**config.mk**
```make
export PLATFORM = sky130hd
export DESIGN_NAME = mmio_port_ctl
export DESIGN_NICKNAME = d
export VERILOG_FILES = /design/src/rtl/mmio_pkg.sv /design/src/rtl/mmio_addr_decode.sv /design/src/rtl/mmio_port_ctl.sv
export SDC_FILE = /design/constraint.sdc
export NUM_CORES = 1
export LEC_CHECK = 0
export CAP_MARGIN = 20
export CORE_ASPECT_RATIO = 1.75
export CORE_UTILIZATION = 37
export CTS_CLUSTER_SIZE = 16
export DETAILED_ROUTE_END_ITERATION = 10
export PLACE_DENSITY = 0.94
export RECOVER_POWER = 25
export SETUP_SLACK_MARGIN = 0.1
export SYNTH_ARGS = -nofsm -noshare
export SYNTH_HDL_FRONTEND = slang
export SYNTH_HIERARCHICAL = 1
export SYNTH_SLANG_ARGS = --single-unit
```
**constraint.sdc**
```tcl
create_clock -name clk -period 2.63 [get_ports clk]
set_clock_uncertainty 0.1 [all_clocks]
set_input_delay 0.526 -clock clk [delete_from_list [all_inputs] [get_ports clk]]
set_output_delay 0.526 -clock clk [all_outputs]
set_load 0.01 [all_outputs]
```
**src/rtl/mmio_pkg.sv**
```systemverilog
// Shared types and defaults for the MMIO port controller.
// The optional wait timeout is enabled with the MMIO_TIMEOUT_EN macro.
package mmio_pkg;

    typedef enum logic [1:0] {
        ST_IDLE = 2'd0,
        ST_WAIT = 2'd1,
        ST_DONE = 2'd2
    } state_t;

    localparam int unsigned STATUS_OFS  = 0;
    localparam int unsigned DATA_OFS    = 1;
    localparam int unsigned DEF_DW      = 16;
    localparam int unsigned DEF_AW      = 16;
    localparam int unsigned DEF_NUM_DEV = 4;
    localparam int unsigned DEF_TIMEOUT = 255;
    localparam logic [15:0] DEF_IO_BASE = 16'hFE00;

endpackage

```
**src/rtl/mmio_addr_decode.sv**
```systemverilog
// Combinational MAR decode into memory, device slot/register, or unmapped.
module mmio_addr_decode
    import mmio_pkg::*;
#(
    parameter int unsigned AW      = DEF_AW,
    parameter int unsigned NUM_DEV = DEF_NUM_DEV,
    parameter logic [AW-1:0] IO_BASE = AW'(DEF_IO_BASE)
) (
    input  logic [AW-1:0] i_mar,
    output logic          o_is_mem,
    output logic          o_is_dev,
    output logic [3:0]    o_dev_idx,
    output logic          o_dev_reg,
    output logic          o_unmapped
);

    localparam int unsigned EW = AW + 1;

    // One extra bit so the end of the I/O window cannot wrap.
    logic [EW-1:0] w_mar_x;
    logic [EW-1:0] w_base_x;
    logic [EW-1:0] w_end_x;
    logic [AW-1:0] w_off;

    assign w_mar_x  = EW'(i_mar);
    assign w_base_x = EW'(IO_BASE);
    assign w_end_x  = w_base_x + EW'(2 * NUM_DEV);
    assign w_off    = i_mar - IO_BASE;

    assign o_is_mem   = (w_mar_x < w_base_x);
    assign o_is_dev   = !o_is_mem && (w_mar_x < w_end_x);
    assign o_unmapped = !o_is_mem && !o_is_dev;
    assign o_dev_idx  = 4'(w_off >> 1);
    assign o_dev_reg  = (w_off[0] == 1'(DATA_OFS));

endmodule

```
**src/rtl/mmio_port_ctl.sv**
```systemverilog
// MAR/MDR bus port that steers accesses to memory or I/O device slots.
// Define MMIO_TIMEOUT_EN to abort unacknowledged accesses after TIMEOUT cycles.
module mmio_port_ctl
    import mmio_pkg::*;
#(
    parameter int unsigned DW      = DEF_DW,
    parameter int unsigned AW      = DEF_AW,
    parameter int unsigned NUM_DEV = DEF_NUM_DEV,
    parameter logic [AW-1:0] IO_BASE = AW'(DEF_IO_BASE),
    parameter int unsigned TIMEOUT = DEF_TIMEOUT
) (
    input  logic                  clk,
    input  logic                  rst,
    input  logic [DW-1:0]         bus_in,
    output logic [DW-1:0]         bus_out,
    output logic                  bus_oe,
    input  logic                  ld_mar,
    input  logic                  ld_mdr,
    input  logic                  gate_mdr,
    input  logic                  mio_en,
    input  logic                  r_w,
    output logic                  ready,
    output logic                  err,
    output logic                  mem_req,
    output logic                  mem_we,
    output logic [AW-1:0]         mem_addr,
    output logic [DW-1:0]         mem_wdata,
    input  logic [DW-1:0]         mem_rdata,
    input  logic                  mem_ack,
    output logic [NUM_DEV-1:0]    dev_req,
    output logic                  dev_we,
    output logic                  dev_reg,
    output logic [DW-1:0]         dev_wdata,
    input  logic [NUM_DEV*DW-1:0] dev_rdata,
    input  logic [NUM_DEV-1:0]    dev_ack,
    output logic [NUM_DEV-1:0]    dev_rd_done
);

    state_t               r_state;
    state_t               w_state_nxt;
    logic [AW-1:0]        r_mar;
    logic [AW-1:0]        w_mar_nxt;
    logic [DW-1:0]        r_mdr;
    logic [DW-1:0]        w_mdr_nxt;
    logic                 r_we;
    logic                 w_we_nxt;
    logic                 r_err;
    logic                 w_err_nxt;
    logic                 r_ready;
    logic                 r_mem_req;
    logic [NUM_DEV-1:0]   r_dev_req;
    logic [NUM_DEV-1:0]   r_rd_done;
    logic [NUM_DEV-1:0]   w_rd_done_nxt;

    logic                 w_is_mem;
    logic                 w_is_dev;
    logic [3:0]           w_dev_idx;
    logic                 w_dev_reg;
    logic                 w_unmapped;
    logic [NUM_DEV-1:0]   w_dev_sel;
    logic [DW-1:0]        w_dev_rdata;
    logic [DW-1:0]        w_rdata;
    logic                 w_ack;
    logic                 w_timeout;

    mmio_addr_decode #(
        .AW      (AW),
        .NUM_DEV (NUM_DEV),
        .IO_BASE (IO_BASE)
    ) u_decode (
        .i_mar      (r_mar),
        .o_is_mem   (w_is_mem),
        .o_is_dev   (w_is_dev),
        .o_dev_idx  (w_dev_idx),
        .o_dev_reg  (w_dev_reg),
        .o_unmapped (w_unmapped)
    );

    // Target selection; MAR is frozen outside IDLE so this is stable in WAIT.
    assign w_dev_sel = NUM_DEV'(1) << w_dev_idx;

    always_comb begin
        w_dev_rdata = '0;
        for (int i = 0; i < NUM_DEV; i++) begin
            if (w_dev_sel[i]) begin
                w_dev_rdata = w_dev_rdata | dev_rdata[i*DW +: DW];
            end
        end
    end

    assign w_ack   = w_is_mem ? mem_ack : (|(dev_ack & w_dev_sel));
    assign w_rdata = w_is_mem ? mem_rdata : w_dev_rdata;

`ifdef MMIO_TIMEOUT_EN
    localparam int unsigned CNT_W = (TIMEOUT > 1) ? $clog2(TIMEOUT) : 1;

    logic [CNT_W-1:0] r_cnt;

    assign w_timeout = (r_cnt == CNT_W'(TIMEOUT - 1));

    // Counts consecutive WAIT cycles; cleared whenever the FSM leaves WAIT.
    always_ff @(posedge clk or posedge rst) begin
        if (rst) begin
            r_cnt <= '0;
        end else if (r_state == ST_WAIT && w_state_nxt == ST_WAIT) begin
            r_cnt <= r_cnt + CNT_W'(1);
        end else begin
            r_cnt <= '0;
        end
    end
`else
    assign w_timeout = 1'b0;
`endif

    always_comb begin
        w_state_nxt   = r_state;
        w_mar_nxt     = r_mar;
        w_mdr_nxt     = r_mdr;
        w_we_nxt      = r_we;
        w_err_nxt     = r_err;
        w_rd_done_nxt = '0;
        case (r_state)
            ST_IDLE: begin
                if (ld_mar) begin
                    w_mar_nxt = AW'(bus_in);
                end
                if (!mio_en) begin
                    if (ld_mdr) begin
                        w_mdr_nxt = bus_in;
                    end
                end else begin
                    w_we_nxt = r_w;
                    if (w_unmapped) begin
                        w_state_nxt = ST_DONE;
                        w_err_nxt   = 1'b1;
                        if (!r_w) begin
                            w_mdr_nxt = '0;
                        end
                    end else begin
                        w_state_nxt = ST_WAIT;
                        w_err_nxt   = 1'b0;
                    end
                end
            end
            ST_WAIT: begin
                if (w_ack) begin
                    if (mio_en) begin
                        w_state_nxt = ST_DONE;
                        if (!r_we) begin
                            w_mdr_nxt = w_rdata;
                            if (w_is_dev && w_dev_reg) begin
                                w_rd_done_nxt = w_dev_sel;
                            end
                        end
                    end else begin
                        w_state_nxt = ST_IDLE;
                    end
                end else if (w_timeout) begin
                    w_state_nxt = ST_DONE;
                    w_err_nxt   = 1'b1;
                    if (!r_we) begin
                        w_mdr_nxt = '1;
                    end
                end
            end
            ST_DONE: begin
                if (!mio_en) begin
                    w_state_nxt = ST_IDLE;
                end
            end
            default: begin
                w_state_nxt = ST_IDLE;
            end
        endcase
    end

    always_ff @(posedge clk or posedge rst) begin
        if (rst) begin
            r_state <= ST_IDLE;
        end else begin
            r_state <= w_state_nxt;
        end
    end

    // Datapath and Moore outputs registered from the next-state decode.
    always_ff @(posedge clk or posedge rst) begin
        if (rst) begin
            r_mar     <= '0;
            r_mdr     <= '0;
            r_we      <= 1'b0;
            r_err     <= 1'b0;
            r_ready   <= 1'b0;
            r_mem_req <= 1'b0;
            r_dev_req <= '0;
            r_rd_done <= '0;
        end else begin
            r_mar     <= w_mar_nxt;
            r_mdr     <= w_mdr_nxt;
            r_we      <= w_we_nxt;
            r_err     <= w_err_nxt;
            r_ready   <= (w_state_nxt == ST_DONE);
            r_mem_req <= (w_state_nxt == ST_WAIT) && w_is_mem;
            r_dev_req <= ((w_state_nxt == ST_WAIT) && w_is_dev) ? w_dev_sel : '0;
            r_rd_done <= w_rd_done_nxt;
        end
    end

    assign bus_out     = r_mdr;
    assign bus_oe      = gate_mdr;
    assign ready       = r_ready;
    assign err         = r_err;
    assign mem_req     = r_mem_req;
    assign mem_we      = r_we;
    assign mem_addr    = r_mar;
    assign mem_wdata   = r_mdr;
    assign dev_req     = r_dev_req;
    assign dev_we      = r_we;
    assign dev_reg     = w_dev_reg;
    assign dev_wdata   = r_mdr;
    assign dev_rd_done = r_rd_done;

endmodule

```
==> impl_summary.md, run 1 <==
Status
The flow ran to the end, and the final reports show no timing, DRC or antenna violations.

Cells and area
The number of cells in the finished layout apart from fillers is 507. Compared with the post-synthesis result, the final layout area differs by 61.9%. The layout cell share with drive strength beyond 1 is 15.0%. In the layout the commonest cells are 183 x clkdlybuf4s50_1, 46 x dfrtp_1, 35 x mux2_2. Counting the fill cells in the layout gives 613. The finished cells cover 4730 µm².

The footprint of the multi-input gates is 1370 µm². The final core area utilization is 62.0%. The library cell used most frequently in the layout, excluding fill and tap cells, is clkdlybuf4s50_1. The number of antenna diodes in the final layout is 0. Across the whole layout, storage elements account for 1150 µm². The number of nets in the final layout is 527.

Placed design
During placement, the flow inserted port buffers numbering 184. The placed instance count is 500. The congestion estimate from routability-driven global placement came to 0.892. The placement-stage cell area is 4590 µm².

OpenSTA, run right after detailed placement, puts the worst setup slack at 0.127 ns. The HPWL after detailed placement is 8470 µm.

Power
The worst IR drop on VDD is 414 µV. The total power draw is 4.58 mW. The power density normalized to cell area is 969 nW/µm². The analysis attributes to cell leakage a power of 1.79 nW.

Synthesis
In this run, synthesis produced a sequential element count of 46. The area share of the largest cell type after synthesis is 39.4%. The most used flip-flop cell after synthesis is dfrtp_1. The synthesized instance count is 277.

The synthesized netlist contains 36 unique library cells. Summed over all instances, the cell type with the most area after synthesis is dfrtp_1. The post-synthesis net count is 385. The total of warnings raised by yosys is 6.

The count of flip-flops with a built-in enable after synthesis is 0. Ranked by total cell area, the synthesized netlist is headed by dfrtp_1 39%, mux2_2 14%, buf_4 10%, a22oi_1 8.5%, o221ai_1 4.8%. In this run the mean area of a mapped cell was 10.5 µm². The fraction of registers with async set or reset after synthesis is 100%. The combined area of all synthesized cells is 2920 µm². The share of the Yosys chip area taken by registers is 39.4%.

Setup path
The cell family contributing the most delay on the critical path is compound AO/OA/AOI/OAI gates. The worst setup path is of the reg2reg kind. The highest cell delay on the worst timing path is 0.41 ns. The critical path data required time is 2.75 ns. Data arrives at the worst endpoint at 2.52 ns.

Walking the worst path, the cells encountered are nor4_2 -> a211oi_1 -> nor2_1 -> nand2_1 -> o21ai_0 -> a2bb2oi_1 -> and4b_1. The setup check on the worst reg-to-reg path leaves a slack of 0.23 ns. The worst setup path is launched from a register. The slowest stage of the critical path is the dfrtp_1 cell. Together, buffers and inverters on the worst path number 0. The worst setup path is captured at a register. Along the worst path, the maximum fanout reaches 6.

Die
The number of standard-cell rows in the floorplan is 42. The vertical die dimension is 120 µm. 187 I/O pins were placed. The die outline width is 69.1 µm.

The initial utilization of the core area, before any placement, comes to 38.3%. The floorplan step defined a core boundary enclosing 7620 µm². The floorplan step defined a die boundary enclosing 8260 µm².

Clock tree
The maximum level of the CTS H-tree is 2. The count of clock tree sinks is 46. In this run, post-CTS hold repair placed 0 buffers. The clock tree from TritonCTS is yes. Counting the buffers created by CTS gives 5. The root cell of the clock tree is clkbuf_16. The number of buffers between clock root and the deepest sink is 2. The worst-skew pair later-pin latency is 0.28 ns. Clock-pin slew was measured on the worst setup and hold paths at 0.06 ns.

STA
The final setup violation count is 0. Derived from the worst setup path, the maximum achievable clock frequency is 0.417 GHz. At the pin with the least slew margin, the transition time is 0.939 ns. For the finished layout, the period the worst path requires is 2.40 ns. The final number of hold-violating endpoints is 0. The final critical-path setup slack is 0.232 ns. The final number of max-transition violations was 0. The worst pin sits at a relative slew slack of 37.4%.

Hold is met by 0.435 ns. The final setup TNS is 0 ns. Of the available clock period, the critical path in the final layout requires 91.2%. Setup repair after global routing left no endpoint under its margin.

Detailed routing
The detailed-route wire length per cell is 20.8 µm. The average via count per standard cell is 5.59. In this run the remaining antenna-violating nets after routing total 0.

Wires add up to 10500 µm. For this run, design rule violations remaining after detail routing come to 0. The detailed-routing iteration count for the pre-antenna-repair pass is 4. The total via count after detailed routing is 2832. For this block, the initial DRC count from the detailed router was 212.

Global route
The initial antenna violation count is 0. The global-route total usage across every layer is 25.5%. The global-route wire length before repair is 16100 µm. The number of global-route vias before repair was 2977. Summed over all layers, the global routing overflow is 0. Entering global routing, the biggest net connects 35 pins.

Worst hold path
The path category of the worst min-delay check is reg2reg.

Flow run
Max-cap violations in this run came to 0.
-- sequential cells by signal, summed over array words and instances (netlist names) --
register / flops
r_state: 2
ready: 1
dev_req: 4
bus_out: 16
dev_rd_done: 4
err: 1
dev_we: 1
mem_addr: 16
mem_req: 1
-- power by group --
group / total [mW] / internal [mW] / leakage (nW) / switching, mW
Sequential: 1.31 / 0.976 / 0.578 / 0.334
Clock: 0.604 / 0.344 / 0.0694 / 0.261
Combinational: 2.67 / 1.55 / 1.14 / 1.11
-- path summary, 6_finish.rpt --
path	from	to	cells after the start
hold reg to reg	mem_addr[11]	mem_addr[11]	1
hold / removal	mem_addr[11]	mem_addr[11]	1
setup reg to reg	mem_addr[8]	dev_req[1]	7
min in group asynchronous	rst	mem_addr[7]	2
max in group asynchronous	rst	dev_rd_done[2]	3
setup / recovery	mem_addr[8]	dev_req[1]	7
-- routing by layer --
metal	GRT usage, %	share of wire, %	wire (µm)
met1	26.3	34	3630
met2	48.6	56	5880
met4	12.9	4.5	478
met5	0	0	0
met3	3.69	5.3	560
-- layout make-up --
type / count / share of cell area [%]
flip-flops and latches: 46 / 24.4
clock inverters: 2 / 0.212
well taps: 88 / 2.33
inverters: 3 / 0.238
clock buffers: 5 / 2.65
multi-input cells: 165 / 28.9
repair buffers: 198 / 41.3
-- synthesized netlist by cell type, types with 3 or more instances --
| library cell | number |
|---|---|
| nor2b_1 | 4 |
| nor4_1 | 3 |
| a31oi_1 | 16 |
| and2_1 | 5 |
| nor2_1 | 6 |
| mux2_2 | 35 |
| clkbuf_1 | 15 |
| a22oi_1 | 33 |
| buf_4 | 39 |
| nor3b_1 | 18 |
| nand2_1 | 3 |
| dfrtp_1 | 46 |
| nand2b_1 | 3 |
| buf_2 | 6 |
| inv_1 | 3 |
| o221ai_1 | 16 |
-- logic make-up after synthesis --
family	Yosys count	share of synthesized area, %
DFF	46	39.4
buffers and inverters	66	14.0
and+or+nand+nor	58	14.2
muxes	37	14.2
AOI/OAI and AO/OA	70	18.2
-- what timing repair did --
item	4_1_cts	5_1_grt
resized for setup	0	1
buffers inserted	0	0
endpoints found under the setup margin	0	22
Power figures use the tool's default switching activity.
==> inputs of run 2 (changes only) <==
- ABC_AREA: unset -> 1
- CORE_UTILIZATION: 37 -> 39
- PLACE_DENSITY: 0.94 -> 0.93
==> impl_summary.md, run 2 <==
Status
The flow ran to the end, and the final reports show no timing, DRC or antenna violations.

Worst hold path
The path category of the worst min-delay check is reg2reg.

Detailed routing
The total via count after detailed routing is 3716. The detailed router finished its first iteration with 234 violations. In the routed layout, each cell is associated on average with a via count of 4.99. The residual antenna-violating net count after detailed routing is 0.

The final layout contains routed wiring with a total length of 10800 µm. In the routed design, unresolved DRC markers number 0. The detailed-route wire length per cell is 14.5 µm. The first detailed-routing pass took 7 iterations.

Die
The die is 124 µm tall. Once the floorplan was initialized, standard cells occupied 40.1% of the core. The placeable core region is 8310 µm².

During I/O placement, the number of pins put on the boundary was 187. The full die area is 8930 µm². The number of standard-cell rows in the floorplan is 44. Measured along the x axis, the die boundary spans 71.9 µm.

STA
The final number of max-transition violations is 0. The pin slew with the least headroom to its limit is 1.11 ns. The post-route minimum period is 2.19 ns.

The final number of hold-violating endpoints is 0. Setup repair after global routing left no endpoint under its margin. Measured against its own limit, the worst slew margin works out to 26.2%. The worst path meets setup with 0.439 ns of slack. In the final timing run, aggregate negative setup slack is 0 ns. Static timing analysis puts the maximum clock frequency at 0.456 GHz. The final setup violation count is 0. The fraction of the cycle the final worst path needs is 83.3%.

Clock tree
The count of clock tree sinks is 46. CTS built an H-tree with a depth of 2. The count of hold-fix buffers inserted at cts is 0. The clock-pin slew reported for the worst setup and hold paths after clock tree synthesis is 0.06 ns.

The worst-skew pair later-pin latency is 0.29 ns. Buffers inserted during clock tree synthesis total 5. No sink is reached through more buffers than the 2 on the longest clock path.

The root cell of the clock tree is clkbuf_16. In this run, post-CTS repair resized a total of 0 instances. TritonCTS built the clock tree.

The post-CTS setup buffer count is 0.

Placed design
Timing analysis after detailed placement gives a worst setup slack of 0.417 ns. The count of buffers added on input and output ports is 184. After legalization and detailed placement, the total HPWL measured 8690 µm. Routability-driven placement finished with a final weighted congestion of 0.935.

Synthesis
The combined area of all synthesized cells is 3330 µm². By area the synthesized netlist is led by dfrtp_1 35%, nand2_1 14%, nand3_1 11%, buf_4 9.2%, nor2_1 9.2%. The share of the Yosys chip area taken by registers is 34.6%. The area share of the largest cell type after synthesis is 34.6%.

The register bit total from synthesis is 46. In the synthesized netlist the async set-or-reset flop fraction comes to 100%. The number of distinct library cells after synthesis is 23. Yosys printed 6 warnings. In the synthesized netlist, the cells that appear most often are 125 x nand2_1, 82 x nor2_1, 71 x nand3_1. The count of flip-flops with a built-in enable after synthesis is 0. In the post-synthesis netlist, the cell with the most instances is nand2_1. The average instance area after synthesis is 6.83 µm². The post-synthesis cell type with the largest combined area is dfrtp_1. The synthesized instance count is 488. When the netlist entered floorplanning its net count stood at 596.

Among all flip-flop cells after synthesis, the most frequent one is dfrtp_1.

Global route
The global-route wire length before repair is 17600 µm. The initial antenna violation count is 0. The global-route total usage across every layer is 25.6%. The number of global-route vias before repair is 3683. The maximum number of pins on one net before global-route repair is 47.

Summed over all layers, the global routing overflow is 0.

Cells and area
The top cell types in the final layout, fill and taps aside, are 183 x clkdlybuf4s50_1, 125 x nand2_1, 82 x nor2_1. The layout cell share with drive strength beyond 1 is 9.38%. The storage element area is 1150 µm².

Counting the fill cells in the layout gives 734. The footprint of the multi-input gates is 1600 µm². The layout overhead on the synthesized area is 54.8%. The final layout contains 736 nets. Leaving out fill and tap cells, the most frequent cell in the layout is clkdlybuf4s50_1. The repair_antennas step left the layout with diodes totalling 0.

Setup path
STA classifies the critical path startpoint as a register. The nature of the critical path endpoint is a register. Data on the critical path is required at its endpoint by 2.71 ns.

The data arrival time of the worst path is 2.27 ns. The largest fanout of any net on the critical path is 17. The critical path in this run is classified as reg2reg.

Power
Summing internal, switching and leakage power gives 4.82 mW. The worst-case IR drop observed on VDD is 393 µV. The analysis attributes to cell leakage a power of 2.39 nW. The power density normalized to cell area is 935 nW/µm².

Flow run
Max-cap violations in this run came to 0.
run 2: cell types whose count changed after synthesis, moves of 16 or more:
cell / delta
nand2_1: +122
inv_1: +31
nor2_1: +76
mux2_2: -19
a31oi_1: -16
nor3b_1: -18
nand3_1: +70
nand4_1: +16
a22oi_1: -33
o221ai_1: -16
run 2: final cells by class:
type,instances,share of cell area [%]
Clock buffer,6,2.50
Clock inverter,2,0.728
Inverter,45,3.28
Multi-Input combinational cell,334,31.0
Sequential cell,46,22.3
Tap cell,115,2.79
Timing Repair Buffer,196,37.4
run 2: kinds of logic after synthesis:
kind of cell	after synthesis	synth area share [%]
simple gates	309	41.0
compound gates	9	1.54
mux	16	5.41
buf+inv	108	17.5
flops	46	34.6
run 2: final timing paths:
path                              start      endpoint  cells after the start  slack [ns]
min reg2reg                         err           err                      2        0.42
max in group asynchronous           rst    bus_out[5]                      3        0.83
max reg2reg                mem_addr[12]    bus_out[9]                     10        0.44
max                        mem_addr[12]    bus_out[9]                     10        0.44
min                                 err           err                      2        0.42
min in group asynchronous           rst  mem_addr[13]                      3        0.92
run 2: per-layer routing:
metal | vias up | global-route usage, % | routed length (µm)
li1 | 1780 | - | -
met1 | 1688 | 27.0 | 3750
met2 | 202 | 46.4 | 5820
met3 | 46 | 3.80 | 604
met4 | 0 | 15.0 | 641
met5 | - | 0 | 0
run 2: worst max-delay path: stages (launching register included):
cell and delay (ns):
dfrtp_1 0.40, nand2_1 0.09, nor2_2 0.06, nand2_2 0.08
clkinv_1 0.33, nand3_1 0.23, o21bai_2 0.10, nand2_2 0.27
nand3_4 0.24, nand2_1 0.12, nand2_1 0.06
run 2: report_power, final:
group          leakage (nW)  internal, mW  switching, mW  total [mW]
combinational          1.73          1.41           1.45        2.86
clock                0.0771         0.449          0.274       0.723
sequential            0.580         0.973          0.266        1.24
run 2: metrics by stage:
stage                     cell area [µm²]  cells  utilization, %  hold WS (ns)
final                                5160    744            62.0         0.422
after CTS                            5160    744            62.1         0.432
after detailed placement             4990    736            60.1         0.412
after floorplan                      3330    488               -         0.429
after global routing                 5160    744            62.0         0.464
after global placement               4990    736            60.1         0.386
